[src/rtl/cpu_ctrl_pkg.sv]
// Shared encodings for the multi-cycle CPU control path: opcodes, FSM states,
// ALU operation codes and datapath mux selects.
package cpu_ctrl_pkg;

    localparam logic [5:0] OP_R    = 6'h00;
    localparam logic [5:0] OP_LW   = 6'h23;
    localparam logic [5:0] OP_SW   = 6'h2B;
    localparam logic [5:0] OP_BEQ  = 6'h04;
    localparam logic [5:0] OP_ADDI = 6'h08;
    localparam logic [5:0] OP_J    = 6'h02;

    localparam logic [3:0] ST_FETCH    = 4'd0;
    localparam logic [3:0] ST_DECODE   = 4'd1;
    localparam logic [3:0] ST_MEM_ADDR = 4'd2;
    localparam logic [3:0] ST_MEM_RD   = 4'd3;
    localparam logic [3:0] ST_MEM_WB   = 4'd4;
    localparam logic [3:0] ST_MEM_WR   = 4'd5;
    localparam logic [3:0] ST_R_EXEC   = 4'd6;
    localparam logic [3:0] ST_R_WB     = 4'd7;
    localparam logic [3:0] ST_I_EXEC   = 4'd8;
    localparam logic [3:0] ST_I_WB     = 4'd9;
    localparam logic [3:0] ST_BRANCH   = 4'd10;
    localparam logic [3:0] ST_JUMP     = 4'd11;
    localparam logic [3:0] ST_TRAP     = 4'd12;

    localparam logic [1:0] ALU_ADD   = 2'd0;
    localparam logic [1:0] ALU_SUB   = 2'd1;
    localparam logic [1:0] ALU_FUNCT = 2'd2;

    localparam logic [1:0] SRC_B_RT   = 2'd0;
    localparam logic [1:0] SRC_B_FOUR = 2'd1;
    localparam logic [1:0] SRC_B_IMM  = 2'd2;
    localparam logic [1:0] SRC_B_BR   = 2'd3;

    localparam logic [1:0] PC_SRC_ALU    = 2'd0;
    localparam logic [1:0] PC_SRC_ALUOUT = 2'd1;
    localparam logic [1:0] PC_SRC_JUMP   = 2'd2;

    typedef struct packed {
        logic       pc_en;
        logic       iord;
        logic       mem_read;
        logic       mem_write;
        logic       ir_write;
        logic       mem_to_reg;
        logic       reg_dst;
        logic       reg_write;
        logic       alu_src_a;
        logic [1:0] alu_src_b;
        logic [1:0] alu_op;
        logic [1:0] pc_source;
    } ctrl_t;

    function automatic logic is_legal_op(input logic [5:0] op);
        return (op == OP_R) || (op == OP_LW) || (op == OP_SW) ||
               (op == OP_BEQ) || (op == OP_ADDI) || (op == OP_J);
    endfunction

endpackage

[src/rtl/multicycle_ctrl.sv]
// Multi-cycle control FSM: sequences the shared ALU/memory/IR datapath,
// counts retired instructions and traps on illegal opcodes.
module multicycle_ctrl
    import cpu_ctrl_pkg::*;
#(
    parameter int RETIRE_W = 32
) (
    input  logic                clk_i,
    input  logic                rst_i,
    input  logic [5:0]          op_i,
    input  logic                zero_i,
    input  logic                mem_ready_i,
    output logic                pc_en_o,
    output logic                iord_o,
    output logic                mem_read_o,
    output logic                mem_write_o,
    output logic                ir_write_o,
    output logic                mem_to_reg_o,
    output logic                reg_dst_o,
    output logic                reg_write_o,
    output logic                alu_src_a_o,
    output logic [1:0]          alu_src_b_o,
    output logic [1:0]          alu_op_o,
    output logic [1:0]          pc_source_o,
    output logic                trap_o,
    output logic [RETIRE_W-1:0] retired_o
);

    logic [3:0]          state_reg;
    logic [3:0]          state_next;
    logic [RETIRE_W-1:0] retired_reg;
    logic                trap_reg;
    logic                retire;
    ctrl_t               ctrl;
    ctrl_t               ctrl_gated;

    always_comb begin
        state_next = state_reg;
        ctrl       = '0;
        retire     = 1'b0;
        case (state_reg)
            ST_FETCH: begin
                ctrl.mem_read  = 1'b1;
                ctrl.alu_src_b = SRC_B_FOUR;
                ctrl.alu_op    = ALU_ADD;
                ctrl.pc_source = PC_SRC_ALU;
                if (mem_ready_i) begin
                    ctrl.ir_write = 1'b1;
                    ctrl.pc_en    = 1'b1;
                    state_next    = ST_DECODE;
                end
            end
            ST_DECODE: begin
                // Speculatively compute the branch target into ALUOut.
                ctrl.alu_src_b = SRC_B_BR;
                ctrl.alu_op    = ALU_ADD;
                case (op_i)
                    OP_LW, OP_SW: state_next = ST_MEM_ADDR;
                    OP_R:         state_next = ST_R_EXEC;
                    OP_BEQ:       state_next = ST_BRANCH;
                    OP_ADDI:      state_next = ST_I_EXEC;
                    OP_J:         state_next = ST_JUMP;
                    default:      state_next = ST_TRAP;
                endcase
            end
            ST_MEM_ADDR: begin
                ctrl.alu_src_a = 1'b1;
                ctrl.alu_src_b = SRC_B_IMM;
                ctrl.alu_op    = ALU_ADD;
                state_next     = (op_i == OP_LW) ? ST_MEM_RD : ST_MEM_WR;
            end
            ST_MEM_RD: begin
                ctrl.mem_read = 1'b1;
                ctrl.iord     = 1'b1;
                if (mem_ready_i) state_next = ST_MEM_WB;
            end
            ST_MEM_WB: begin
                ctrl.reg_write  = 1'b1;
                ctrl.mem_to_reg = 1'b1;
                retire          = 1'b1;
                state_next      = ST_FETCH;
            end
            ST_MEM_WR: begin
                ctrl.mem_write = 1'b1;
                ctrl.iord      = 1'b1;
                if (mem_ready_i) begin
                    retire     = 1'b1;
                    state_next = ST_FETCH;
                end
            end
            ST_R_EXEC: begin
                ctrl.alu_src_a = 1'b1;
                ctrl.alu_src_b = SRC_B_RT;
                ctrl.alu_op    = ALU_FUNCT;
                state_next     = ST_R_WB;
            end
            ST_R_WB: begin
                ctrl.reg_write = 1'b1;
                ctrl.reg_dst   = 1'b1;
                retire         = 1'b1;
                state_next     = ST_FETCH;
            end
            ST_I_EXEC: begin
                ctrl.alu_src_a = 1'b1;
                ctrl.alu_src_b = SRC_B_IMM;
                ctrl.alu_op    = ALU_ADD;
                state_next     = ST_I_WB;
            end
            ST_I_WB: begin
                ctrl.reg_write = 1'b1;
                retire         = 1'b1;
                state_next     = ST_FETCH;
            end
            ST_BRANCH: begin
                ctrl.alu_src_a = 1'b1;
                ctrl.alu_src_b = SRC_B_RT;
                ctrl.alu_op    = ALU_SUB;
                ctrl.pc_source = PC_SRC_ALUOUT;
                ctrl.pc_en     = zero_i;
                retire         = 1'b1;
                state_next     = ST_FETCH;
            end
            ST_JUMP: begin
                ctrl.pc_source = PC_SRC_JUMP;
                ctrl.pc_en     = 1'b1;
                retire         = 1'b1;
                state_next     = ST_FETCH;
            end
            ST_TRAP: state_next = ST_TRAP;
            default: state_next = ST_FETCH;
        endcase
    end

    always_ff @(posedge clk_i or negedge rst_i) begin
        if (!rst_i) begin
            state_reg   <= ST_FETCH;
            retired_reg <= '0;
            trap_reg    <= 1'b0;
        end else begin
            state_reg <= state_next;
            if (retire) retired_reg <= retired_reg + {{(RETIRE_W-1){1'b0}}, 1'b1};
            if (state_next == ST_TRAP) trap_reg <= 1'b1;
        end
    end

    // Outputs are gated by the reset pin directly so an asserted reset drops
    // any pending memory request in the same cycle, not at the next edge.
    assign ctrl_gated   = rst_i ? ctrl : '0;

    assign pc_en_o      = ctrl_gated.pc_en;
    assign iord_o       = ctrl_gated.iord;
    assign mem_read_o   = ctrl_gated.mem_read;
    assign mem_write_o  = ctrl_gated.mem_write;
    assign ir_write_o   = ctrl_gated.ir_write;
    assign mem_to_reg_o = ctrl_gated.mem_to_reg;
    assign reg_dst_o    = ctrl_gated.reg_dst;
    assign reg_write_o  = ctrl_gated.reg_write;
    assign alu_src_a_o  = ctrl_gated.alu_src_a;
    assign alu_src_b_o  = ctrl_gated.alu_src_b;
    assign alu_op_o     = ctrl_gated.alu_op;
    assign pc_source_o  = ctrl_gated.pc_source;
    assign trap_o       = rst_i & trap_reg;
    assign retired_o    = retired_reg;

endmodule
[config.mk]
export PLATFORM = sky130hd
export DESIGN_NAME = multicycle_ctrl
export DESIGN_NICKNAME = d
export VERILOG_FILES = /design/src/rtl/cpu_ctrl_pkg.sv /design/src/rtl/multicycle_ctrl.sv
export SDC_FILE = /design/constraint.sdc
export NUM_CORES = 1
export LEC_CHECK = 0
export CORE_ASPECT_RATIO = 1.2
export CORE_MARGIN = 3
export CORE_UTILIZATION = 45
export DETAILED_ROUTE_END_ITERATION = 8
export PLACE_DENSITY = 0.76
export SYNTH_ARGS = -nofsm -noshare
export SYNTH_HDL_FRONTEND = slang
export SYNTH_SLANG_ARGS = --single-unit
[constraint.sdc]
create_clock -name clk_i -period 1.9 [get_ports clk_i]
set_input_delay 0.38 -clock clk_i [delete_from_list [all_inputs] [get_ports clk_i]]
set_output_delay 0.38 -clock clk_i [all_outputs]
set_load 0.005 [all_outputs]
==> summary.md <==
| Metric | Value |
|---|---|
| Outcome | finished, violations left |
| Failing checks | negative setup slack |
| Worst setup margin | -0.255 ns |
| Crit path required time | 1.52 ns |
| Max stage delay on crit path | 0.48 ns |
| Dominant cell by count in the synthesized netlist | dfrtp_1 |
| Final #Nets | 337 |
| Fmax | 464 MHz |
| Period utilization | 113% |
| Full die area | 5540 µm² |
| Initial Utilization | 47.9% |
| Via count | 2,027 |
| Inst Count DP | 361 |
| Crit-path cells | xnor2_1 -> nor2_1 -> a21oi_1 -> nor2_1 -> clkdlybuf4s50_1 |
| Pwr dens | 998 nW/µm² |
| TritonCTS Buffers | 5 |
| CTS H-Tree Depth | 2 |
| Slew @ Worst Pin | 0.571 ns |
| Antenna cells | 0 |
| R2r endpoint | retired_o[4] |
| R2R Path Start | state_reg[1] |
| Vias per cell | 5.29 |
| Routed len/inst | 14.4 µm |
| Hold Path Class | input pin to asynchronous set/reset pin |
| Sequential share of the synthesized area | 44.0% |
| Die height | 80.9 µm |
| Clock latency on the worst-skew pair | 0.28 ns |
| Final hold violations | 0 |
| First-pass GRT wire length | 8880 µm |
| Startpoint Class | flop |
| CTS tree | yes |
| Starting DRT DRC Count | 68 |
| Port buffer count | 57 |
| Crit-path slowest cell | dfrtp_2 |
| Hold buffers post-CTS | 0 |
| Synth top cells by count | dfrtp_1, xnor2_1, nand2_1 |
| Largest delay contributor family on the critical path | flip-flops |
| CP endpoint kind | output port |
| Gp weighted congestion | 0.881 |
| Ports | 58 |
| Yosys warns | 0 |
| Number of global-route vias before repair | 1,991 |
| Core region area | 4390 µm² |
| DIE WIDTH | 68.4 µm |
| DRT Pass-1 Iters | 4 |
| Clock Skew | 0.00330 ns |
| VDD IR max | 0.481 mV |
| Top cell type by total area after synthesis | dfrtp_1 |
| Antenna Nets Post-Route | 0 |
| # Max-Cap Violations | 0 |
| Final core occ | 75.0% |
| Overall Global Routing Usage | 21.3% |
| Worst reg2reg path depth | 5 |
| Remaining DRCs | 0 |
| Number of clock sinks | 37 |
| Most frequent CP cell | nor2_1 |
| Synth area leaders | dfrtp_1, xnor2_1, nand2_1, nand3_1, nor2_1 |
| Register Area | 931 µm² |
| Rel. slew slack | 61.9% |
| RSZ-0062 raised after global routing | true |
| Grt ovf | 0 |
| Clock root buffer | clkbuf_8 |
| Syn avg cell area | 9.83 µm² |
| Crit path buf inv count | 1 |
| Minimum clock period | 2.15 ns |
| Post-synthesis cell count | 214 |
| # setup viols final | 7 |
| Max reg flops | 32 |
| Worst Path Arrival | 1.77 ns |
| Ratio of cells with drive above 1 in the final layout | 30.9% |
| Post-synth top area share | 44.0% |
| Synth Net Count | 225 |
| Initial antenna violation count | 0 |
| Layout Cells excl Fill | 383 |
| EDFF count, synth | 0 |
| Yosys reg bits | 37 |
| Largest net degree at the start of global routing | 30 |
| Total wire length | 5530 µm |
| Ys async rst share | 100% |
| R2r setup slk | 0.07 ns |
| Slew Limit Fails | 0 |
| Mapped cell area | 2100 µm² |
| # rows | 26 |
| Worst-path maximum fanout | 8 |
| Synth unique cells | 51 |
| Synthesis-to-finish area growth | 56.4% |
| Leakage power | 0.00142 µW |
| Filler cells | 339 |
| CTS Buffer Depth | 2 |
| CP Class | flop to output port |
| DP HPWL | 4020 µm |
| Multi-input logic area | 1230 µm² |
| Clock slew at reported path FFs | 0.07 ns |
| Post-synth top flop | dfrtp_1 |
## cell usage in the layout, fill, tap and decap left out, types with 6 or more instances in the layout
master and instances:
and3_1 6, buf_4 51, clkdlybuf4s50_1 43, dfrtp_1 33, nand2_1 18, nand3_1 15
nand4_1 9, nor2_1 13, xnor2_1 30
## logic make-up after synthesis
family | synth area share, %
compound gates | 8.26
fa+ha+maj | 0.594
simple gates | 29.9
buf+inv | 2.08
mux | 1.01
xor+xnor | 14.1
flops | 44.0
## worst reg2reg max path, stage by stage, from the launching register on
cell     delay (ns)
dfrtp_2        0.48
xnor2_1        0.28
o21ai_2        0.22
nor3b_4        0.41
nand3_1        0.17
xnor2_1        0.16
## metrics by stage
stage                     hold WS (ns)  TNS [ns]  setup WS, ns  power, µW  area [µm²]
final                            0.103    -0.688        -0.255       3290        3290
after global placement           0.396     -6.05        -0.251       2470        3020
after global routing             0.115     -2.09        -0.367       3500        3290
after detailed placement         0.391     -6.82        -0.281       2510        3020
after CTS                       0.0967     -1.04        -0.242       3120        3200
after floorplan                 0.0844         0         0.177       1760        2100
## what timing repair did
action	in CTS	in global routing
gates resized for setup	29	31
pin swaps	2	4
buffers inserted	9	5
gates cloned	0	0
setup endpoints to repair	27	30
## routing by layer
metal	track usage [%]	routed length (µm)
met5	0	0
met3	5.26	283
met4	8.55	38
met1	26.4	2380
met2	35.0	2840
## report_power, final
| group | switching (µW) | internal (µW) |
|---|---|---|
| sequential | 124 | 907 |
| clock | 255 | 260 |
| combinational | 793 | 947 |
| total | 1170 | 2110 |
## worst max path at each step
stage | startpoint | endpoint | slack, ns | depth (start not counted)
floorplan | state_reg[1] | retired_o[1] | 0.18 | 5
global placement | op_i[1] | trap_reg | -0.25 | 6
detailed placement | op_i[1] | trap_reg | -0.28 | 6
CTS | state_reg[0] | alu_src_a_o | -0.24 | 3
global route | state_reg[1] | alu_src_b_o[1] | -0.37 | 5
finish | state_reg[1] | alu_src_b_o[1] | -0.25 | 5
## layout make-up
class                           instances  share of cell area (%)
Clock buffer                            8                    2.43
Inverter                                2                   0.228
Multi-Input combinational cell        167                    37.2
Sequential cell                        37                    28.3
Tap cell                               56                    2.13
Timing Repair Buffer                  113                    29.7
(Power assumes the default switching activity.)
